$ cat src/rtl/conv_window_sequencer.sv
// Steps one 3x3 convolution window through PORT_COUNT multiplier lanes, one kernel row per pass.
// Define CONV_WAIT_TIMEOUT_EN to abort a stuck WAIT/FINAL with a one-cycle error pulse.
module conv_window_sequencer #(
  parameter int unsigned BIT_LENGTH = 16,
  parameter int unsigned PORT_COUNT = 3
) (
  input  logic                             Clk,
  input  logic                             Rst,
  input  logic                             cStart,
  input  logic                             fifoEmpty,
  input  logic [BIT_LENGTH-1:0]            fifoData,
  output logic                             fifoRd,
  input  logic                             kernelWe,
  input  logic [3:0]                       kernelAddr,
  input  logic [BIT_LENGTH-1:0]            kernelData,
  output logic [PORT_COUNT*BIT_LENGTH-1:0] multiplierOut,
  output logic [PORT_COUNT*BIT_LENGTH-1:0] multiplicandOut,
  output logic [PORT_COUNT-1:0]            mStart,
  input  logic [PORT_COUNT-1:0]            mReady,
  output logic                             finalAdd,
  input  logic                             finalReady,
  output logic                             busy,
  output logic                             done,
  output logic                             error
);

  localparam int unsigned Taps = PORT_COUNT * PORT_COUNT;
  localparam int unsigned IdxW = (PORT_COUNT > 1) ? $clog2(PORT_COUNT) : 1;
  localparam logic [IdxW-1:0] LastIdx = IdxW'(PORT_COUNT - 1);
  localparam logic [3:0] LastAddr = 4'(Taps - 1);

  typedef enum logic [2:0] {
    StIdle, StLoad, StIssue, StWait, StAccum, StFinal, StDone
  } state_e;

  state_e                           state_q, state_d;
  logic [IdxW-1:0]                  row_q, row_d, col_q, col_d;
  logic [PORT_COUNT-1:0]            mask_q, mask_d;
  logic [BIT_LENGTH-1:0]            pixel_q [PORT_COUNT];
  logic [BIT_LENGTH-1:0]            pixel_d [PORT_COUNT];
  logic [BIT_LENGTH-1:0]            kernel_q [Taps];
  logic [BIT_LENGTH-1:0]            kernel_d [Taps];
  logic [PORT_COUNT*BIT_LENGTH-1:0] mult_q, mult_d, mcand_q, mcand_d;
  logic                             mask_full;
  logic                             timeout;

  // A ready pulse coincident with ISSUE or the final WAIT cycle still completes the row.
  assign mask_full = &(mask_q | mReady);

`ifdef CONV_WAIT_TIMEOUT_EN
  logic [7:0] cnt_q, cnt_d;
  logic       err_q, err_d;

  assign timeout = (cnt_q == 8'd254);
  assign cnt_d   = ((state_q == StWait) || (state_q == StFinal)) ? cnt_q + 8'd1 : 8'd0;
  assign err_d   = timeout && ((state_q == StWait) || (state_q == StFinal)) &&
                   (state_d == StIdle);
  assign error   = err_q;

  always_ff @(posedge Clk) begin
    if (Rst) begin
      cnt_q <= 8'd0;
      err_q <= 1'b0;
    end else begin
      cnt_q <= cnt_d;
      err_q <= err_d;
    end
  end
`else
  assign timeout = 1'b0;
  assign error   = 1'b0;
`endif

  always_ff @(posedge Clk) begin
    if (Rst) begin
      state_q <= StIdle;
    end else begin
      state_q <= state_d;
    end
  end

  always_ff @(posedge Clk) begin
    if (Rst) begin
      row_q   <= '0;
      col_q   <= '0;
      mask_q  <= '0;
      mult_q  <= '0;
      mcand_q <= '0;
      for (int i = 0; i < PORT_COUNT; i++) pixel_q[i] <= '0;
      for (int i = 0; i < Taps; i++) kernel_q[i] <= '0;
    end else begin
      row_q    <= row_d;
      col_q    <= col_d;
      mask_q   <= mask_d;
      mult_q   <= mult_d;
      mcand_q  <= mcand_d;
      pixel_q  <= pixel_d;
      kernel_q <= kernel_d;
    end
  end

  always_comb begin
    state_d  = state_q;
    row_d    = row_q;
    col_d    = col_q;
    mask_d   = mask_q;
    mult_d   = mult_q;
    mcand_d  = mcand_q;
    pixel_d  = pixel_q;
    kernel_d = kernel_q;

    if (kernelWe && (state_q == StIdle) && (kernelAddr <= LastAddr)) begin
      kernel_d[kernelAddr] = kernelData;
    end

    unique case (state_q)
      StIdle: begin
        if (cStart) begin
          state_d = StLoad;
          row_d   = '0;
          col_d   = '0;
        end
      end
      StLoad: begin
        if (!fifoEmpty) begin
          pixel_d[col_q] = fifoData;
          if (col_q == LastIdx) begin
            state_d = StIssue;
            col_d   = '0;
            // Lane buses are loaded here so they are valid throughout ISSUE and then held.
            for (int c = 0; c < PORT_COUNT; c++) begin
              mult_d[c*BIT_LENGTH +: BIT_LENGTH]  = (c == PORT_COUNT - 1) ? fifoData : pixel_q[c];
              mcand_d[c*BIT_LENGTH +: BIT_LENGTH] = kernel_q[4'(int'(row_q) * PORT_COUNT + c)];
            end
          end else begin
            col_d = col_q + 1'b1;
          end
        end
      end
      StIssue: begin
        mask_d  = mReady;
        state_d = StWait;
      end
      StWait: begin
        mask_d = mask_q | mReady;
        if (mask_full) begin
          if (row_q == LastIdx) begin
            state_d = StAccum;
          end else begin
            row_d   = row_q + 1'b1;
            col_d   = '0;
            state_d = StLoad;
          end
        end else if (timeout) begin
          state_d = StIdle;
        end
      end
      StAccum: state_d = StFinal;
      StFinal: begin
        if (finalReady) begin
          state_d = StDone;
        end else if (timeout) begin
          state_d = StIdle;
        end
      end
      StDone:  state_d = StIdle;
      default: state_d = StIdle;
    endcase
  end

  always_comb begin
    busy     = (state_q != StIdle);
    fifoRd   = !Rst && (state_q == StLoad) && !fifoEmpty;
    mStart   = {PORT_COUNT{!Rst && (state_q == StIssue)}};
    finalAdd = !Rst && (state_q == StAccum);
    done     = !Rst && (state_q == StDone);
  end

  assign multiplierOut   = mult_q;
  assign multiplicandOut = mcand_q;

endmodule

$ cat config.mk
export PLATFORM = sky130hd
export DESIGN_NAME = conv_window_sequencer
export DESIGN_NICKNAME = d
export VERILOG_FILES = /design/src/rtl/conv_window_sequencer.sv
export SDC_FILE = /design/constraint.sdc
export NUM_CORES = 1
export LEC_CHECK = 0
export CORE_MARGIN = 3
export CORE_UTILIZATION = 30
export DETAILED_ROUTE_END_ITERATION = 16
export GPL_TIMING_DRIVEN = 0
export HOLD_SLACK_MARGIN = 0.03
export SLEW_MARGIN = 20
export SYNTH_ARGS = -nofsm -noshare
export SYNTH_HDL_FRONTEND = slang
export SYNTH_SLANG_ARGS = --single-unit
$ cat constraint.sdc
create_clock -name Clk -period 7.2 [get_ports Clk]
set_clock_uncertainty 0.2 [all_clocks]
set_input_delay 2.16 -clock Clk [delete_from_list [all_inputs] [get_ports Clk]]
set_output_delay 2.16 -clock Clk [all_outputs]
set_load 0.1 [all_outputs]
==> flow_metrics.py, run 1 <==
metrics = {
    "global_route": {
        "antenna_found_initial": 0,
        "grt_max_degree": 15,
        "grt_pass1_wl_um": 63800,
        "grt_pass1_vias": 10300,
        "globalRouteOverflowTotal": 0,
        "track_usage_pct": 18.8,
    },
    "synthesis": {
        "yosysSeqAreaShare_pct": 45.0,
        "yosysWarnings": 0,
        "synth.top_cell.area_share_pct": 45.0,
        "ys_top_cells_by_area": "dfxtp_1 (45%), mux4_2 (14%), mux2i_1 (10%), nand2_1 (7.9%), a21oi_1 (5.3%)",
        "synth.cells.most_frequent": "dfxtp_1 (282), nand2_1 (265), nor2_1 (151)",
        "ys.flop_type": "dfxtp_1",
        "syn_area_mm2": 0.0125,
        "ys_types": 53,
        "netlist_instances": 1290,
        "ys_seq_elements": 282,
        "synth_compound_area_share_pct": 10.0,
        "synth_top_family_by_area": "multiplexers",
        "synth_nets": 1339,
        "yosysTopAreaCell": "dfxtp_1",
        "synthSimpleGateAreaFrac_pct": 15.4,
        "synth.most_common_cell": "dfxtp_1",
        "synthXorXnorAreaFrac_pct": 0.0699,
        "synthMuxAreaShare_pct": 24.6,
        "async_flop_share_pct": 0,
        "synth_edf_count": 0,
        "avgSynthCellArea_um2": 9.72,
        "synth-adder-area-share_pct": 0.399,
    },
    "final_layout": {
        "area_growth_syn_to_layout_pct": 24.0,
        "insertedDiodeCount": 0,
        "multiInputGateArea_mm2": 0.00636,
        "drive_gt1_share_pct": 12.3,
        "register_area_mm2": 0.00565,
        "finalNetCount": 1499,
        "nFillCells": 4046,
    },
    "timing": {
        "whs_ps": 254,
        "final.min_clock_period_ps": 7070,
        "final-setup-viol-count": 0,
        "worstMarginPinSlew_ps": 1070,
        "fmax_mhz": 141,
        "rsz0062_at_grt": "no",
        "max-slew-margin-rel_pct": 27.8,
        "final-max-slew-violation-count": 0,
        "hold_violations": 0,
        "finalCritPeriodShare_pct": 98.2,
    },
    "power": {
        "p_per_area_mw_per_mm2": 241,
        "vdd_drop_max_uv": 140,
        "p_leak_nw": 5.66,
        "fin_total_pwr_w": 0.00375,
    },
    "clocking": {
        "cts_tree": "yes",
        "clkSlewWorstSetupHoldPaths_ps": 60,
        "postCtsHoldBufs": 0,
        "h-tree-depth": 1,
        "cts_buffers": 29,
        "cts_resized": 4,
        "insertion_delay_ps": 570,
        "root_buffer": "clkbuf_16",
        "cts_setup_buffers": 0,
        "numClockSinks": 282,
        "clock_path_buffers": 3,
    },
    "setup_path": {
        "crit_buf_inv": 4,
        "crit_required_ps": 4840,
        "critPathKind": "in -> out",
        "startpoint_type": "primary input",
        "critPathArrivalTime_ps": 4710,
        "slowest_delay_ps": 1000,
        "crit_chain": "clkbuf_1 > clkbuf_1 > clkbuf_1 > nor3_2 > clkdlybuf4s50_1",
        "cpMaxStageDelayCell": "clkdlybuf4s50_1",
        "crit_family": "buffers and inverters",
        "crit_fanout": 10,
        "end_kind": "output pin",
        "path_common_cell": "clkbuf_1",
    },
    "drt": {
        "antenna_left": 0,
        "via_per_inst": 5.25,
        "drtPass1Iterations": 5,
        "wl_um": 42800,
        "wl_per_cell_um": 21.3,
        "vias": 10500,
        "dr.first_iter.drc_count": 1016,
        "drcViolationCount": 0,
    },
    "job": {
        "drv_cap": 0,
    },
    "placed_design": {
        "port_buffers": 129,
        "place.gp.congestion": 0.895,
        "dp_hpwl_um": 31100,
    },
    "floorplanning": {
        "core-area_mm2": 0.0410,
        "die_x_um": 210,
        "initial_core_util_pct": 30.6,
        "dieHeight_um": 210,
        "die_area_mm2": 0.0443,
        "fp-row-count": 74,
        "ios": 149,
    },
    "outcome": {
        "status": "complete, no violations",
    },
    "min_path": {
        "hp-class": "reg -> reg",
    },
}
-- stage by stage --
stage	cells	util (%)	TNS, ps	setup slack (ps)	cell area (µm²)
2_1_floorplan	1290	-	0	343	12600
3_3_place_gp	1951	35.4	-376	-376	14500
3_5_place_dp	1951	35.4	-432	-409	14500
4_1_cts	2005	37.9	0	101	15500
5_1_grt	2005	37.9	0	29.3	15500
6_report	2005	37.9	0	127	15500
-- sequential cells by signal, summed over array words and instances (netlist names) --
| signal | cells |
|---|---|
| pixel_q | 32 |
| kernel_q | 144 |
| row_q | 2 |
| multiplierOut | 48 |
| col_q | 2 |
| multiplicandOut | 48 |
| mask_q | 3 |
| state_q | 3 |
-- layer usage --
layer	track usage (%)	routed length, µm	vias up
li1	-	-	4861
met1	23.2	16900	5128
met2	31.9	20400	442
met3	4.73	3770	91
met4	7.27	1660	0
met5	0	0	-
-- power breakdown --
group | internal, W | switching [W] | leakage, nW
Combinational | 0.000183 | 0.000356 | 2.88
Sequential | 0.00158 | 0.0000185 | 2.27
Clock | 0.000964 | 0.000646 | 0.503
Total | 0.00273 | 0.00102 | 5.66
-- kinds of logic after synthesis --
group / count (synthesis)
AND/OR/NAND/NOR: 464
flip-flops: 282
multiplexers: 208
AO/OA/AOI/OAI: 202
buffers and inverters: 128
adder cells (fa/ha/maj): 4
other: 1
XOR/XNOR: 1
-- layout make-up --
cell class | instances | share of cell area, %
Multi-Input combinational cell | 880 | 40.9
Tap cell | 532 | 4.28
Clock buffer | 40 | 5.45
Clock inverter | 14 | 1.17
Timing Repair Buffer | 129 | 8.28
Sequential cell | 282 | 36.3
Buffer | 120 | 3.42
Inverter | 8 | 0.193
-- placed cells by master, fill, tap and decap left out, types with 5 or more instances in the layout --
cell type	netlist	final
clkinv_2	0	6
mux2i_1	128	128
and3_1	6	6
buf_2	22	22
clkbuf_16	0	29
clkbuf_1	81	83
buf_1	8	5
inv_1	7	7
a22oi_1	16	16
o21ai_0	6	6
a21oi_1	134	134
nand3_1	7	7
clkbuf_8	0	8
a221o_1	32	32
nand2_1	265	265
buf_4	5	5
mux4_2	80	80
clkdlybuf4s50_1	0	126
nor2_1	151	151
dfxtp_1	282	282
-- final timing paths --
check,from,to,slack [ps],cells after the start
max reg2reg,row_q[0]$_SDFFE_PP0P_,multiplicandOut[13]$_SDFFE_PP0P_,1800,11
min reg2reg,multiplierOut[41]$_SDFFE_PP0P_,multiplierOut[41]$_SDFFE_PP0P_,250,2
max,Rst,mStart[0],130,5
min,multiplierOut[41]$_SDFFE_PP0P_,multiplierOut[41]$_SDFFE_PP0P_,250,2
-- worst min-delay path: stages (launching register included) --
cell,delay [ps]
dfxtp_1,300
nand2_1,50
a21oi_1,50
(Power assumes the default switching activity.)
==> run 2: changes to the inputs <==
- CORE_ASPECT_RATIO: default -> 0.75
==> run 2 against run 1 <==
Via count grew 2.1%. Routed wire length increased by 2.5%. First-iteration DRC count grew 12%. Clock-buffer cell count increased by 4. Global-route usage increased by 0.11 points. Cell count rose by 1.4%. Final area rose by 0.57%. Combinational power about the same. Register-to-register slack improved by 300 ps. Sequential power about the same. Sequential cell count is the same. Largest cell class unchanged.
==> flow_metrics.py, run 2 (synthesis results as in run 1) <==
metrics = {
    "outcome": {
        "status": "complete, no violations",
    },
    "clocking": {
        "numClockSinks": 282,
        "clock_path_buffers": 3,
        "insertion_delay_ps": 580,
        "cts_setup_buffers": 0,
        "clkSlewWorstSetupHoldPaths_ps": 60,
        "cts_buffers": 30,
        "cts_tree": "yes",
        "postCtsHoldBufs": 0,
        "root_buffer": "clkbuf_16",
        "h-tree-depth": 1,
    },
    "floorplanning": {
        "core-area_mm2": 0.0410,
        "fp-row-count": 64,
        "initial_core_util_pct": 30.6,
        "dieHeight_um": 183,
        "die_area_mm2": 0.0443,
        "ios": 149,
        "die_x_um": 242,
    },
    "drt": {
        "via_per_inst": 5.28,
        "wl_per_cell_um": 21.6,
        "drtPass1Iterations": 7,
        "drcViolationCount": 0,
        "vias": 10700,
        "antenna_left": 0,
        "wl_um": 43800,
        "dr.first_iter.drc_count": 1136,
    },
    "setup_path": {
        "crit_required_ps": 4840,
        "critPathKind": "in -> out",
        "r2r_start": "row_q[0]$_SDFFE_PP0P_",
        "cp-endpoint": "mStart[0]",
        "critPathArrivalTime_ps": 4670,
        "reg2reg_depth": 12,
        "cp-startpoint": "Rst",
        "startpoint_type": "primary input",
        "rr_endpoint": "multiplicandOut[5]$_SDFFE_PP0P_",
        "r2r_slack_ps": 2100,
        "end_kind": "output pin",
        "crit_fanout": 10,
    },
    "timing": {
        "final-max-slew-violation-count": 0,
        "final-setup-viol-count": 0,
        "hold_violations": 0,
        "fmax_mhz": 142,
        "final.min_clock_period_ps": 7030,
        "max-slew-margin-rel_pct": 26.4,
        "worstMarginPinSlew_ps": 1100,
        "finalCritPeriodShare_pct": 97.7,
        "finalSetupTns_ps": 0,
        "rsz0062_at_grt": "no",
    },
    "final_layout": {
        "drive_gt1_share_pct": 12.0,
        "layout_commonest_cell": "dfxtp_1",
        "largest_reg_flops": 144,
        "final_cell_mix": "dfxtp_1 (282), nand2_1 (265), nor2_1 (151)",
        "regMostFlops": "kernel_q",
        "area_growth_syn_to_layout_pct": 24.7,
        "finalNetCount": 1500,
    },
    "placed_design": {
        "dp_hpwl_um": 31600,
        "place.gp.congestion": 0.917,
        "port_buffers": 129,
    },
    "global_route": {
        "track_usage_pct": 18.9,
        "antenna_found_initial": 4,
        "grt_max_degree": 15,
        "use_met1_pct": 27.4,
        "grt_pass1_vias": 10200,
        "met3_usage_pct": 4.93,
        "globalRouteOverflowTotal": 0,
        "grt.busiest_layer": "met2",
        "grt_pass1_wl_um": 64500,
        "met2_usage_pct": 28.3,
    },
    "power": {
        "p_int_w": 0.00280,
        "p_per_area_mw_per_mm2": 245,
        "p_seq_share_pct": 41.7,
        "swShare_pct": 26.8,
        "vdd_drop_max_uv": 176,
        "fin_total_pwr_w": 0.00383,
        "clockPowerShare_pct": 44.1,
        "p_leak_nw": 5.70,
        "comb_power_share_pct": 14.1,
        "switchingPower_w": 0.00103,
    },
    "job": {
        "drv_cap": 0,
    },
    "min_path": {
        "worstHoldStart": "pixel_q[37]$_SDFFE_PP0P_",
        "hp-class": "reg -> reg",
    },
}
## run 2: worst min-delay path by stage
stage	depth (start not counted)	slack [ps]	to
CTS	2	260	multiplierOut[5]$_SDFFE_PP0P_
finish	2	250	multiplierOut[5]$_SDFFE_PP0P_
detailed placement	2	250	multiplierOut[5]$_SDFFE_PP0P_
global placement	2	240	pixel_q[23]$_SDFFE_PP0P_
global route	2	270	pixel_q[19]$_SDFFE_PP0P_
floorplan	2	230	multiplierOut[0]$_SDFFE_PP0P_
## run 2: per-layer routing
metal / up-vias / part of all wire, %
li1: 4867 / -
met1: 5275 / 45
met2: 515 / 43
met3: 78 / 10
met4: 6 / 2.2
met5: - / 0.078
## run 2: final cells by class
cell class	count	area, µm²
plain buffers	120	531
diodes	1	2.50
well taps	561	702
inverters	8	30.0
repair buffers	129	1290
clock inverters	9	173
clock buffers	44	905
fillers	4078	25400
flip-flops and latches	282	5650
multi-input cells	880	6350
## run 2: critical path, cell delays in order
cell	delay, ps
clkbuf_1	300
clkbuf_1	490
clkbuf_1	550
nor3_2	150
clkdlybuf4s50_1	1000
## run 2: power by group through the flow
stage | registers (W) | logic, W | clock network, W
5_1_grt | 0.00160 | 0.000563 | 0.00177
3_5_place_dp | 0.00163 | 0.000531 | 0
6_report | 0.00160 | 0.000541 | 0.00169
2_1_floorplan | 0.00163 | 0.000358 | 0
3_3_place_gp | 0.00163 | 0.000529 | 0
4_1_cts | 0.00160 | 0.000533 | 0.00171
## run 2: what timing repair did
item,in CTS,in global routing
setup endpoints to repair,1,3
hold endpoints to repair,0,0
gates resized for setup,1,4
## run 2: metrics by stage
| stage | instance area, µm² | std cells | utilization (%) | hold WS, ps | setup WS [ps] |
|---|---|---|---|---|---|
| finish | 15600 | 2034 | 38.1 | 250 | 169 |
| global placement | 14500 | 1980 | 35.5 | 245 | -358 |
| floorplan | 12600 | 1290 | - | 232 | 343 |
| global route | 15600 | 2034 | 38.1 | 274 | 58.1 |
| CTS | 15600 | 2033 | 38.1 | 256 | 40.0 |
| detailed placement | 14500 | 1980 | 35.5 | 246 | -349 |
==> run 3: changes to the inputs <==
- CAP_MARGIN: default -> 30
==> run 3 against run 2 <==
Clock power shrank 12%. Global-route usage about the same. Hold slack got worse by 8.2 ps. Critical endpoint is now fifoRd. Register-to-register slack is essentially flat. Sequential cell count did not move. First-iteration DRC count fell by 2.3%. Highest routed layer unchanged. Via count fell by 0.24%.
==> flow_metrics.py, run 3 (synthesis results as in run 1) <==
metrics = {
    "drt": {
        "antenna_left": 0,
        "wl_per_cell_um": 21.3,
        "wl_um": 43600,
        "drtPass1Iterations": 5,
        "dr.first_iter.drc_count": 1110,
        "vias": 10700,
        "drcViolationCount": 0,
        "via_per_inst": 5.23,
    },
    "floorplanning": {
        "die_x_um": 242,
        "fp-row-count": 64,
        "die_area_mm2": 0.0443,
        "ios": 149,
        "initial_core_util_pct": 30.6,
        "core-area_mm2": 0.0410,
        "dieHeight_um": 183,
    },
    "final_layout": {
        "area_growth_syn_to_layout_pct": 25.0,
        "final_cell_mix": "dfxtp_1 (282), nand2_1 (265), nor2_1 (151)",
        "final_area_mm2": 0.0157,
        "largest_reg_flops": 144,
        "drive_gt1_share_pct": 11.9,
        "layout_commonest_cell": "dfxtp_1",
        "nFillCells": 4059,
        "regMostFlops": "kernel_q",
        "finalNetCount": 1510,
    },
    "setup_path": {
        "end_kind": "output pin",
        "startpoint_type": "primary input",
        "reg2reg_depth": 12,
        "critPathKind": "in -> out",
        "critPathArrivalTime_ps": 4670,
        "crit_required_ps": 4840,
        "crit_buf_inv": 6,
        "cpMaxStageDelayCell": "clkdlybuf4s50_1",
        "crit_chain": "clkbuf_1 > clkbuf_1 > clkbuf_1 > clkbuf_2 > nor2_1 > clkdlybuf4s50_1 > buf_16",
        "cp_num_cells": 7,
        "crit_fanout": 10,
        "crit_family": "buffers and inverters",
        "slowest_delay_ps": 520,
        "path_common_cell": "clkbuf_1",
        "r2r_slack_ps": 2090,
    },
    "placed_design": {
        "dpl_cell_area_mm2": 0.0147,
        "place.gp.congestion": 0.917,
        "dpl_worst_slack_ps": -56.4,
        "port_buffers": 129,
        "dp_hpwl_um": 31900,
    },
    "global_route": {
        "grt.busiest_layer": "met2",
        "met3_usage_pct": 6.08,
        "globalRouteOverflowTotal": 0,
        "grt_pass1_wl_um": 64200,
        "antenna_found_initial": 5,
        "track_usage_pct": 18.9,
        "met2_usage_pct": 27.5,
        "grt_pass1_vias": 10200,
        "grt_max_degree": 16,
        "use_met1_pct": 27.1,
    },
    "clocking": {
        "h-tree-depth": 1,
        "root_buffer": "clkbuf_16",
        "cts_buffers": 31,
        "clkSlewWorstSetupHoldPaths_ps": 60,
        "cts_resized": 1,
        "postCtsHoldBufs": 0,
        "cts_setup_buffers": 0,
        "insertion_delay_ps": 580,
        "clock_path_buffers": 3,
        "numClockSinks": 282,
        "cts_tree": "yes",
    },
    "power": {
        "p_leak_nw": 5.70,
        "p_per_area_mw_per_mm2": 233,
        "p_int_w": 0.00262,
        "clockPowerShare_pct": 40.9,
        "comb_power_share_pct": 15.3,
        "swShare_pct": 28.2,
        "switchingPower_w": 0.00103,
        "vdd_drop_max_uv": 212,
        "p_seq_share_pct": 43.9,
    },
    "timing": {
        "worstMarginPinSlew_ps": 1040,
        "final-setup-viol-count": 0,
        "max-slew-margin-rel_pct": 30.6,
        "hold_violations": 0,
        "fmax_mhz": 142,
        "whs_ps": 242,
        "setup_slack_ps": 166,
        "finalCritPeriodShare_pct": 97.7,
        "final-max-slew-violation-count": 0,
        "final.min_clock_period_ps": 7030,
        "rsz0062_at_grt": "no",
    },
    "min_path": {
        "hold_depth": 2,
        "hp-class": "reg -> reg",
    },
    "outcome": {
        "status": "complete, no violations",
    },
    "job": {
        "drv_cap": 0,
    },
}
run 3: worst paths after layout:
kind                       startpoint                               to
min          pixel_q[37]$_SDFFE_PP0P_    multiplierOut[5]$_SDFFE_PP0P_
max                               Rst                           fifoRd
max reg2reg     row_q[0]$_SDFFE_PP0P_  multiplicandOut[5]$_SDFFE_PP0P_
min reg2reg  pixel_q[37]$_SDFFE_PP0P_    multiplierOut[5]$_SDFFE_PP0P_
run 3: worst min-delay path, delay by kind of cell, from the launching register on:
family | cells | cell delay [ps]
flip-flops | 1 | 310
AND/OR/NAND/NOR | 1 | 50
AO/OA/AOI/OAI | 1 | 50
run 3: per-stage QoR:
stage	total power, W	setup TNS (ps)	utilization, %	cells
final	0.00365	0	38.2	2047
after global routing	0.00376	0	38.2	2046
after CTS	0.00366	0	38.2	2045
after detailed placement	0.00218	-56.4	35.9	1989
after global placement	0.00216	-358	35.5	1980
after floorplan	0.00199	0	-	1290
run 3: routing by layer:
layer  wire (µm)  share of wire (%)
met4        1060                2.4
met3        4890                 11
met2       18200                 42
met1       19400                 45
met5          55               0.13
run 3: final cells by class:
class                   count  area (µm²)  area share (%)
flip-flops and latches    282        5650            36.0
clock buffers              50         897            5.72
repair buffers            138        1480            9.44
well taps                 561         702            4.48
inverters                   8        30.0           0.192
clock inverters             6        36.3           0.231
plain buffers             120         528            3.37
diodes                      2        5.00          0.0319
multi-input cells         880        6350            40.5
run 3: power by group through the flow:
stage	logic [W]	clock network, W	registers [W]
after floorplan	0.000358	0	0.00163
after global placement	0.000529	0	0.00163
after detailed placement	0.000549	0	0.00163
after CTS	0.000552	0.00151	0.00160
after global routing	0.000581	0.00158	0.00160
final	0.000558	0.00149	0.00160
